[config.mk]
export PLATFORM = sky130hd
export DESIGN_NAME = load_store_seq
export DESIGN_NICKNAME = d
export VERILOG_FILES = /design/src/rtl/lsu_pkg.sv /design/src/rtl/load_extract.sv /design/src/rtl/load_store_seq.sv
export SDC_FILE = /design/constraint.sdc
export NUM_CORES = 1
export LEC_CHECK = 0
export ABC_CLOCK_PERIOD_IN_PS = 2300
export CORE_UTILIZATION = 29
export DETAILED_ROUTE_END_ITERATION = 8
export GPL_TIMING_DRIVEN = 0
export PLACE_DENSITY = 0.61
export SLEW_MARGIN = 15
export SYNTH_ARGS = -nofsm -noshare
export SYNTH_HDL_FRONTEND = slang
export SYNTH_SLANG_ARGS = --single-unit
export TNS_END_PERCENT = 10
[constraint.sdc]
create_clock -name clk -period 2.3 [get_ports clk]
set_input_delay 0.46 -clock clk [delete_from_list [all_inputs] [get_ports clk]]
set_output_delay 0.46 -clock clk [all_outputs]
set_load 0.005 [all_outputs]
[src/rtl/lsu_pkg.sv]
// Shared definitions for the load/store sequencer: MIPS load/store opcodes,
// the sequencer state enum, opcode classifiers and the store lane merge.
package lsu_pkg;

  localparam logic [5:0] OP_LB  = 6'b100000;
  localparam logic [5:0] OP_LH  = 6'b100001;
  localparam logic [5:0] OP_LW  = 6'b100011;
  localparam logic [5:0] OP_LBU = 6'b100100;
  localparam logic [5:0] OP_LHU = 6'b100101;
  localparam logic [5:0] OP_SB  = 6'b101000;
  localparam logic [5:0] OP_SH  = 6'b101001;
  localparam logic [5:0] OP_SW  = 6'b101011;

  typedef enum logic [1:0] {
    IDLE = 2'd0,
    RD   = 2'd1,
    WR   = 2'd2,
    RESP = 2'd3
  } state_t;

  function automatic logic is_load(input logic [5:0] op);
    return (op == OP_LB) || (op == OP_LH) || (op == OP_LW) ||
           (op == OP_LBU) || (op == OP_LHU);
  endfunction

  function automatic logic is_store(input logic [5:0] op);
    return (op == OP_SB) || (op == OP_SH) || (op == OP_SW);
  endfunction

  // Insert the right-justified store data into the lane selected by the
  // low address bits; untouched lanes keep the word read from memory.
  function automatic logic [31:0] lane_merge(input logic [31:0] word,
                                             input logic [31:0] data,
                                             input logic [1:0]  lane,
                                             input logic [5:0]  op);
    logic [31:0] r;
    r = word;
    if (op == OP_SB)
      r[{lane, 3'b000} +: 8] = data[7:0];
    else if (op == OP_SH)
      r[{lane[1], 4'b0000} +: 16] = data[15:0];
    else
      r = data;
    return r;
  endfunction

endpackage

[src/rtl/load_extract.sv]
// Selects the addressed byte/half/word from a read word and sign- or
// zero-extends it according to the load opcode.
module load_extract
  import lsu_pkg::*;
(
  input  logic [31:0] word,
  input  logic [1:0]  addr,
  input  logic [5:0]  opcode,
  output logic [31:0] result
);

  logic [7:0]  byte_v;
  logic [15:0] half_v;

  // Lane select and extension; halves use addr[1] only, words ignore addr.
  always_comb begin
    byte_v = word[{addr, 3'b000} +: 8];
    half_v = word[{addr[1], 4'b0000} +: 16];
    unique case (opcode)
      OP_LB:   result = {{24{byte_v[7]}}, byte_v};
      OP_LBU:  result = {24'h0, byte_v};
      OP_LH:   result = {{16{half_v[15]}}, half_v};
      OP_LHU:  result = {16'h0, half_v};
      default: result = word;
    endcase
  end

endmodule

[src/rtl/load_store_seq.sv]
// MIPS load/store sequencer: accepts one request at a time, performs the
// memory read and/or write (read-modify-write for sb/sh), then pulses done
// (with fault or a load writeback) for one cycle.
// Optional build macro: MISALIGN_TRAP_EN -- misaligned lh/lhu/sh/lw/sw fault
// without a memory access; when undefined the unused low address bits are
// ignored.
module load_store_seq
  import lsu_pkg::*;
#(
  parameter int unsigned TIMEOUT = 255
) (
  input  logic        clk,
  input  logic        rst_n,
  input  logic        req_valid,
  output logic        req_ready,
  input  logic [5:0]  req_opcode,
  input  logic [31:0] req_addr,
  input  logic [31:0] req_wdata,
  input  logic [4:0]  req_rd,
  output logic        mem_req,
  output logic        mem_we,
  output logic [31:0] mem_addr,
  output logic [31:0] mem_wdata,
  input  logic        mem_ack,
  input  logic [31:0] mem_rdata,
  output logic        wb_valid,
  output logic [4:0]  wb_rd,
  output logic [31:0] wb_data,
  output logic        done,
  output logic        fault
);

  localparam logic [31:0] TO_LAST = (TIMEOUT == 0) ? 32'd0 : 32'(TIMEOUT - 1);

  state_t      state_q, state_d;
  logic [5:0]  op_q;
  logic [31:0] addr_q;
  logic [4:0]  rd_q;
  logic [31:0] wdata_q;
  logic [31:0] wb_data_q;
  logic        fault_q;
  logic [31:0] cnt_q;
  logic [31:0] load_result;
  logic        misalign;
  logic        req_ok;
  logic        timeout_hit;

`ifdef MISALIGN_TRAP_EN
  assign misalign = (((req_opcode == OP_LH) || (req_opcode == OP_LHU) ||
                      (req_opcode == OP_SH)) && req_addr[0]) ||
                    (((req_opcode == OP_LW) || (req_opcode == OP_SW)) &&
                      (req_addr[1:0] != 2'b00));
`else
  assign misalign = 1'b0;
`endif

  assign req_ok      = (is_load(req_opcode) || is_store(req_opcode)) && !misalign;
  assign timeout_hit = (TIMEOUT != 0) && (cnt_q == TO_LAST);

  load_extract u_extract (
    .word   (mem_rdata),
    .addr   (addr_q[1:0]),
    .opcode (op_q),
    .result (load_result)
  );

  // State register.
  always_ff @(posedge clk or negedge rst_n) begin
    // NOTE: sequential state uses non-blocking assignments so every register
    // samples pre-edge values regardless of block ordering.
    if (!rst_n) state_q <= IDLE;
    else        state_q <= state_d;
  end

  // Next-state logic and state-decoded outputs.
  always_comb begin
    // NOTE: every output gets a default before the case so no path can leave
    // a value unassigned and infer a latch.
    state_d   = state_q;
    req_ready = 1'b0;
    mem_req   = 1'b0;
    mem_we    = 1'b0;
    done      = 1'b0;
    fault     = 1'b0;
    wb_valid  = 1'b0;
    unique case (state_q)
      IDLE: begin
        req_ready = 1'b1;
        if (req_valid) begin
          if (!req_ok)                  state_d = RESP;
          else if (req_opcode == OP_SW) state_d = WR;
          else                          state_d = RD;
        end
      end
      RD: begin
        mem_req = 1'b1;
        if (mem_ack)          state_d = is_load(op_q) ? RESP : WR;
        else if (timeout_hit) state_d = RESP;
      end
      WR: begin
        mem_req = 1'b1;
        mem_we  = 1'b1;
        if (mem_ack || timeout_hit) state_d = RESP;
      end
      RESP: begin
        done     = 1'b1;
        fault    = fault_q;
        wb_valid = !fault_q && is_load(op_q);
        state_d  = IDLE;
      end
      default: state_d = IDLE;
    endcase
  end

  assign mem_addr  = {addr_q[31:2], 2'b00};
  assign mem_wdata = wdata_q;
  assign wb_rd     = rd_q;
  assign wb_data   = wb_data_q;

  // Request capture, read-data handling, fault flag and wait counter.
  always_ff @(posedge clk or negedge rst_n) begin
    if (!rst_n) begin
      op_q      <= '0;
      addr_q    <= '0;
      rd_q      <= '0;
      wdata_q   <= '0;
      wb_data_q <= '0;
      fault_q   <= 1'b0;
      cnt_q     <= '0;
    end else begin
      if (state_q == IDLE && req_valid) begin
        op_q    <= req_opcode;
        addr_q  <= req_addr;
        rd_q    <= req_rd;
        wdata_q <= req_wdata;
        fault_q <= !req_ok;
      end
      if (state_q == RD && mem_ack) begin
        // Loads keep the extracted result; sb/sh turn the read into the write word.
        wb_data_q <= load_result;
        wdata_q   <= lane_merge(mem_rdata, wdata_q, addr_q[1:0], op_q);
      end
      if (mem_req && !mem_ack && timeout_hit)
        fault_q <= 1'b1;
      if ((state_d == RD || state_d == WR) && state_d != state_q)
        cnt_q <= '0;
      else if (mem_req)
        cnt_q <= cnt_q + 32'd1;
    end
  end

endmodule

# After elaboration in Yosys (flattened, before gate mapping)
# Cells that the tools add are included.
# Widths: inputs -> output; s select.
# word_totals
regBits	142
# classes
shifts	6
reduce_logical	28
n_eq_ne	23
muxes	25
add_sub_neg	3
# ops
op	n
$mux 32	6
$pmux 32 s4	1
$eq 6x6->1 const B	15
$bwmux 32	2
$add 32x1->32 const B	1
$eq 32x8->1 const B	1
$shift 16x7->32 const A	1
$shift 8x7->32 const A	1
$shiftx 16x7->32	1
$shiftx 32x6->16	1
$shiftx 32x6->8	1
$shiftx 8x7->32	1
$neg 5->7	2
$logic_or 1x1->1	13
$mux 2	6
$mux 1	9
$pmux 2 s4	1
$eq 2x2->1 const B	3
$logic_and 1x1->1	6
$reduce_bool 2->1	3
$eq 2x1->1 const B	2
$logic_not 1->1	3
$ne 3x1->1 const B	1
$logic_not 2->1	1
other kinds (3)	3

# Depth between registers and ports, before layout
# Gate-level depths: netlist of the first run.
# depth
word_depth	13
depth_mapped	10
depth_no_buf	8

# By module
# A second synthesis of the first run with hierarchy kept.
# unflattened
hier_cells	785
hier_area_um2	7505.9
# modules_own_cells
mod	instances	seq_area_each_um2	cells_each	area_each_um2
load_store_seq	1	3553.4	669	6841.6
load_extract	1	0.0	116	664.4

# Worst setup path before layout of the first run
# OpenSTA, ideal clock, no wires.
# synth_timing
path_kind	register to register
start	reg addr_q[1]
end	reg wdata_q[24] (netlist: mem_wdata[24])
n_path_buf	3
setup_slack_ns	-0.151
required_ns	2.214
arrival_time_ns	2.365
setup_time_ns	0.086
stages_incl_launch_ff	11
path_cell_list	dfrtp_1 -> clkbuf_1 -> inv_1 -> clkbuf_1 -> ha_1 -> nor4b_1 -> and2_1 -> clkbuf_1 -> a221o_1 -> a21oi_1 -> nor3_1
# synth_between
elab_chain_len	6
elab_cells_between_ends	11
# synth_lines
item	line_no	text
from (decl)	load_store_seq.sv:37	logic [31:0] addr_q;
from (signal assigned)	load_store_seq.sv:133	addr_q <= req_addr;
$neg 5->7	lsu_pkg.sv:41	r[{lane[1], 4'b0000} +: 16] = data[15:0];
$shiftx 16x7->32 or $shift 16x7->32 (tied branches)	lsu_pkg.sv:41	
$bwmux 32	lsu_pkg.sv:41	
$mux 32	lsu_pkg.sv:40	else if (op == OP_SH)
$mux 32 *	lsu_pkg.sv:38	if (op == OP_SB)
$mux 32 *	load_store_seq.sv:138	if (state_q == RD && mem_ack) begin
to (signal assigned)	load_store_seq.sv:135	wdata_q <= req_wdata;
to (signal assigned)	load_store_seq.sv:141	wdata_q <= lane_merge(mem_rdata, wdata_q, addr_q[1:0], op_q);
to (decl)	load_store_seq.sv:39	logic [31:0] wdata_q;
# Mark *: on every way between the ends. The rest lies on a longest branch, timed or not. The select of a mux whose other input is x is not followed.
# A chain may end at the register's enable or synchronous reset.

# Worst setup path after layout of the first run
# layout_timing
start	reg cnt_q[21]
end	reg cnt_q[7]
# layout_between
elab_chain_len	8
elab_cells_between_ends	13
# layout_lines
item	line_no	text
from (decl)	load_store_seq.sv:42	logic [31:0] cnt_q;
from (signal assigned)	load_store_seq.sv:148	cnt_q <= cnt_q + 32'd1;
$eq 32x8->1 *	load_store_seq.sv:58	assign timeout_hit = (TIMEOUT != 0) && (cnt_q == TO_LAST);
$mux 2 or $logic_or 1x1->1 (tied branches)	load_store_seq.sv:98, load_store_seq.sv:103	
$mux 2, on equally long branches	load_store_seq.sv:97, load_store_seq.sv:103	
$pmux 2 s4 *	load_store_seq.sv:86	unique case (state_q)
$eq 2x1->1 or $eq 2x2->1 (tied branches)	load_store_seq.sv:145	if ((state_d == RD || state_d == WR) && state_d != state_q)
$logic_or 1x1->1	load_store_seq.sv:145	
$logic_and 1x1->1 *	load_store_seq.sv:145	
$mux 32 or $reduce_bool 2->1 (tied branches)	n/a	
# Mark *: on every way between the ends. The rest lies on a longest branch, timed or not.

==> metrics.csv, run 1 <==
metric,value,unit
Min Hold Slack,0.441,ns
Place WS,-0.966,ns
top_reg_cell synth,dfrtp_1,
failing checks,setup timing,
synthesized area per cell,9.76,µm²
Initial Utilization,0.295,
RSZ-0062 raised after global routing,true,
R2R Setup Slk,-0.07,ns
DRC violations left,0,
hold path cells,3,
pin count of the biggest net entering global routing,84,
Lkg Pwr,4.46,nW
Slew headroom,0.648,
"Async S/R FF share, synth",1.00,
Worst Tran Pin Value,0.527,ns
Placed Cells,1306,
H-tree Lvls,4,
Initial DRC Count,508,
Hold Path Class,in2reg,
CORE AREA,25100,µm²
"commonest cells after routing, fill and taps aside","210 x clkdlybuf4s50_1, 138 x dfrtp_1, 72 x nand2_1",
worst endpoint required time,2.61,ns
vias in the first global route,6692,
initial antenna violation count,0,
Pwr Total,14.4,mW
clock sink total,142,
number of cell rows,58,
fmax,422,MHz
Critical Setup Path Class,reg2reg,
CTS tree,built,
clk_lat worst skew,0.42,ns
final wirelength,24900,µm
hold path start,mem_rdata[31],
CP Capture Type,register,
max-cap viol count,0,
clk buf depth,2,
fin nets,1131,
r2r endpoint,cnt_q[7],
Layout area overhead,50.5,%
GP Congestion,0.885,
Boundary Pins,218,
detailed-route wire length per cell,18.4,µm
number of synthesized flops with an enable pin,0,
grt ovf,0,
Die Wd,162,µm
"most common cell after layout, fill and taps aside",clkdlybuf4s50_1,
min cycle time layout,2.37,ns
yosys warns,0,
clock slew at reported path FFs,0.06,ns
via count,6747,
input/output buffers,215,
Via density,4.99,
Register-to-Register Path Depth,8,
#FFs+latches synth,142,
startpoint class of the critical path,register,
total CTS buffers,17,
Die Height,162,µm
cell area after synthesis,7410,µm²
Clock Skews,0.00962,ns
antenna violation net count after detailed routing,0,
Pre-Repair DR Iteration Count,6,
crit path DAT,2.68,ns
Power per Cell Area,1300,nW/µm²
CP Max Fanout,10,
Post-Syn Instances,759,
Antenna diodes,0,
Peak VDD IR,0.000685,V
sequential fraction of the synthesis area,0.480,
first-pass GRT wire length,38000,µm
final setup violation count,32,
fin crit share,1.03,
Fin. Hold Viols,0,
layout cells sized above 1,0.214,
Synth top area share,0.480,
Root Buffer,clkbuf_16,
ranking of synthesized cells by area,"dfrtp_1 48%, mux2_2 5.8%, a21oi_1 3.8%, nand2_1 3.7%, nor2_1 3.5%",
setup ws final,-0.0708,ns
worst reg2reg startpoint,cnt_q[21],
Yosys cell types,54,
status,"complete, but fails checks",
post-detail-place hpwl,18500,µm
global-route usage over all layers,0.189,
Die ar.,26200,µm²
Worst Hold Path EP,wb_data[31],
top cell type by total area after synthesis,dfrtp_1,
Finished Layout Cells,1352,
"Slew Viols, Final",0,
[worst max-delay path by stage]
stage          slack [ns]       from       endpoint  cells past startpoint
3_3_place_gp        -5.47      rst_n     addr_q[21]                      1
4_1_cts             -0.16  cnt_q[21]      cnt_q[25]                      7
6_report            -0.07  cnt_q[21]       cnt_q[7]                      8
5_1_grt             -0.19  cnt_q[20]       cnt_q[1]                      8
3_5_place_dp        -0.97    mem_ack    wb_data[31]                      8
2_1_floorplan        0.01  addr_q[1]  mem_wdata[24]                     10
[flip-flops by register name (all words and copies together) (netlist names)]
name	flops
state_q	2
wb_data	32
op_q	6
cnt_q	32
fault_q	1
addr_q	32
mem_wdata	32
wb_rd	5
[synthesized netlist by cell type, types with 2 or more instances]
library cell / count
a31o_2: 2
o22ai_1: 3
nor3b_1: 2
buf_4: 34
nor2_1: 70
buf_6: 3
a221o_1: 8
nand4_1: 5
nand2_1: 74
o2bb2ai_1: 7
nand4b_1: 3
o21ai_0: 26
o221ai_1: 7
a21oi_1: 56
o21ai_1: 9
mux4_2: 2
nand3_1: 21
buf_2: 5
xor2_1: 13
dfrtp_1: 142
nor3_1: 39
mux2_2: 38
and3_1: 5
and2_1: 5
a22o_1: 2
or3_1: 5
a22oi_1: 16
inv_1: 16
a221oi_1: 17
xnor2_1: 18
nor4_1: 11
nor2_2: 31
clkbuf_1: 29
nand2b_1: 5
ha_1: 11
[logic make-up after synthesis]
family,synth area share
buffers and inverters,0.0652
and+or+nand+nor,0.186
muxes,0.0638
other,0.000506
DFF,0.480
xor gates and xnor gates,0.0366
AOI/OAI and AO/OA,0.150
adders and majority gates,0.0186
[cell type report]
class                           count  area [µm²]
Fill cell                        2473       14000
Multi-Input combinational cell    531        3640
Sequential cell                   142        3560
Timing Repair Buffer              234        2380
Buffer                             67         473
Clock buffer                       19         443
Tap cell                          330         413
Clock inverter                     13         185
Inverter                           16        62.6
[per-stage QoR]
step	instance area (µm²)	utilization	TNS (ns)
floorplan	7420	-	0
global placement	9980	0.397	-831.00
detailed placement	10000	0.399	-58.12
CTS	10800	0.431	-5.21
global route	11200	0.444	-6.09
finish	11200	0.444	-1.93
[routing by layer]
metal,track usage,wire length (µm)
met3,0.0577,2200
met1,0.246,10700
met5,0,0
met4,0.0532,519
met2,0.303,11500
[critical path, stage by stage (launching register included)]
cell	delay, ns
dfrtp_1	0.40
or4_4	0.53
nor4_4	0.14
nand4b_1	0.25
a211o_1	0.40
o22ai_4	0.20
buf_12	0.15
buf_12	0.14
nor2_2	0.04
[repair_timing]
item	CTS	global route
gates resized for setup	46	42
pin swaps	23	14
endpoints found under the setup margin	119	111
buffers inserted	3	13
hold buffers	1	0
cloned	0	1
endpoints found under the hold margin	31	0
[where the power goes]
group	leakage (nW)	total, mW	internal, mW	switching, mW
sequential	1.71	4.29	3.50	0.787
clock	0.304	2.97	1.85	1.13
combinational	2.45	7.19	4.01	3.17
(Power assumes the default switching activity.)
==> run 2, diff against run 1 <==
- SKIP_LAST_GASP: default -> 1
- TNS_END_PERCENT: 10 -> 20
==> metrics.csv, run 2 (same netlist as run 1, synthesis figures left out) <==
metric,value,unit,change
Worst path slowest cell,or4_4,,unchanged
fmax,421,MHz,was 422 MHz
Peak VDD IR,0.000671,V,was 0.000685 V
vias in the first global route,6695,,was 6692
Layout area overhead,49.1,%,was 50.5%
Hold Path Class,reg2reg,,was in2reg
CORE AREA,25100,µm²,unchanged
layout cells sized above 1,0.201,,was 0.214
Die Height,162,µm,unchanged
final setup violation count,58,,was 32
Critical Setup Path Class,reg2reg,,unchanged
number of cell rows,58,,unchanged
crit path DAT,2.68,ns,about the same
DRC violations left,0,,unchanged
Initial Utilization,0.295,,unchanged
Finished Layout Cells,1347,,was 1352
Slew headroom,0.617,,was 0.648
utilization after layout,0.440,,was 0.444
Lkg Pwr,4.43,nW,was 4.46 nW
H-tree Lvls,4,,unchanged
"most common cell after layout, fill and taps aside",clkdlybuf4s50_1,,unchanged
RSZ-0062 raised after global routing,true,,unchanged
clock sink total,142,,unchanged
Die ar.,26200,µm²,unchanged
top cell family by delay on the critical path,simple AND/OR/NAND/NOR gates,,unchanged
Die Wd,162,µm,unchanged
Clock Skews,0.00905,ns,was 0.00962 ns
CP Capture Type,register,,unchanged
max-cap viol count,0,,unchanged
final wirelength,24900,µm,about the same
crit-path max cell delay,0.53,ns,about the same
Root Buffer,clkbuf_16,,unchanged
Worst Tran Pin Value,0.575,ns,was 0.527 ns
pin count of the biggest net entering global routing,84,,unchanged
via count,6788,,was 6747
grt ovf,0,,unchanged
global-route usage over all layers,0.190,,was 0.189
"commonest cells after routing, fill and taps aside","212 x clkdlybuf4s50_1, 139 x dfrtp_1, 72 x nand2_1",,"was 210 x clkdlybuf4s50_1, 138 x dfrtp_1, 72 x nand2_1"
Pre-Repair DR Iteration Count,5,,was 6
min cycle time layout,2.37,ns,about the same
antenna violation net count after detailed routing,0,,unchanged
Initial DRC Count,592,,was 508
fin nets,1126,,was 1131
Boundary Pins,218,,unchanged
initial antenna violation count,0,,unchanged
CTS tree,built,,unchanged
clk buf depth,2,,unchanged
CP Buf/Inv Count,2,,unchanged
fin crit share,1.03,,about the same
GP Congestion,0.885,,unchanged
startpoint class of the critical path,register,,unchanged
CP Cell Sequence,or4_4 > nor4_4 > nand4b_1 > a211o_1 > o22ai_4 > buf_12 > clkbuf_16 > nor2_2,,was or4_4 > nor4_4 > nand4b_1 > a211o_1 > o22ai_4 > buf_12 > buf_12 > nor2_2
total CTS buffers,17,,unchanged
clk_lat worst skew,0.42,ns,about the same
Power per Cell Area,1300,nW/µm²,about the same
input/output buffers,215,,unchanged
Antenna diodes,0,,unchanged
failing checks,setup timing,,unchanged
first-pass GRT wire length,38100,µm,was 38000 µm
detailed-route wire length per cell,18.5,µm,was 18.4 µm
Placed Cells,1306,,unchanged
Via density,5.04,,was 4.99
CP Max Fanout,5,,was 10
worst endpoint required time,2.61,ns,about the same
post-detail-place hpwl,18500,µm,unchanged
Fin. Hold Viols,0,,unchanged
"Slew Viols, Final",0,,unchanged
status,"complete, but fails checks",,unchanged
setup ws final,-0.0738,ns,was -0.0708 ns
clock slew at reported path FFs,0.06,ns,about the same
[run 2: changes by cell type in the layout (fill, tap and decap cells not counted), moves of 2 or more]
cell	change
buf_2	+2
buf_4	-6
clkbuf_1	+2
clkdlybuf4s50_1	+2
dlymetal6s2s_1	-2
nor3_1	+2
nor3_2	-2
[run 2: layer usage]
layer  routed length, µm  GRT usage
met1               10900      0.246
met2               11500      0.304
met3                2050     0.0577
met4                 477     0.0532
met5                   0          0
[run 2: power by group]
part           switching (mW)  total (mW)  leakage (nW)  internal (mW)
Sequential              0.788        4.28          1.71           3.50
Clock                    1.12        2.97         0.304           1.85
Combinational            3.14        7.05          2.41           3.92
[run 2: timing repair]
action                                  CTS  global route
resized for setup                        41            23
buffers inserted                          3             8
hold buffers                              1             0
endpoints found under the setup margin  119           125
gates cloned                              0             1
hold endpoints to repair                 31             0
pin swaps                                 5             9
[run 2: cell type report]
cell class | count | area (µm²)
multi-input cells | 531 | 3600
clock buffers | 19 | 443
plain buffers | 67 | 462
clock inverters | 13 | 185
inverters | 16 | 60.1
flip-flops and latches | 142 | 3560
well taps | 330 | 413
fillers | 2487 | 14100
repair buffers | 229 | 2330
[run 2: per-stage QoR]
stage | power [mW] | area [µm²] | setup TNS, ns | hold slack [ns] | setup slack, ns
after floorplan | 7.53 | 7420 | 0 | 0.164 | 0.0136
after global placement | 10.6 | 9980 | -831.00 | 0.473 | -5.47
after detailed placement | 10.7 | 10000 | -58.12 | 0.432 | -0.966
after CTS | 14.0 | 10800 | -7.86 | 0.488 | -0.163
after global routing | 15.2 | 11000 | -12.35 | 0.521 | -0.187
final | 14.3 | 11000 | -2.44 | 0.482 | -0.0738
[run 2: path summary, 6_finish.rpt]
| path | from | endpoint | slack (ns) | cells past startpoint |
|---|---|---|---|---|
| max | cnt_q[21] | cnt_q[24] | -0.07 | 8 |
| min | wb_data[2] | wb_data[2] | 0.48 | 2 |
| max reg2reg | cnt_q[21] | cnt_q[24] | -0.07 | 8 |
| min reg2reg | wb_data[2] | wb_data[2] | 0.48 | 2 |
| max in group asynchronous | rst_n | state_q[0] | 0.95 | 3 |
| min in group asynchronous | rst_n | mem_wdata[13] | 0.56 | 2 |
[run 2: worst register-to-register path: stages (launching register included)]
cell and delay [ns]:
dfrtp_1 0.40, or4_4 0.53, nor4_4 0.14, nand4b_1 0.26, a211o_1 0.40, o22ai_4 0.20
buf_12 0.15, clkbuf_16 0.15, nor2_2 0.04
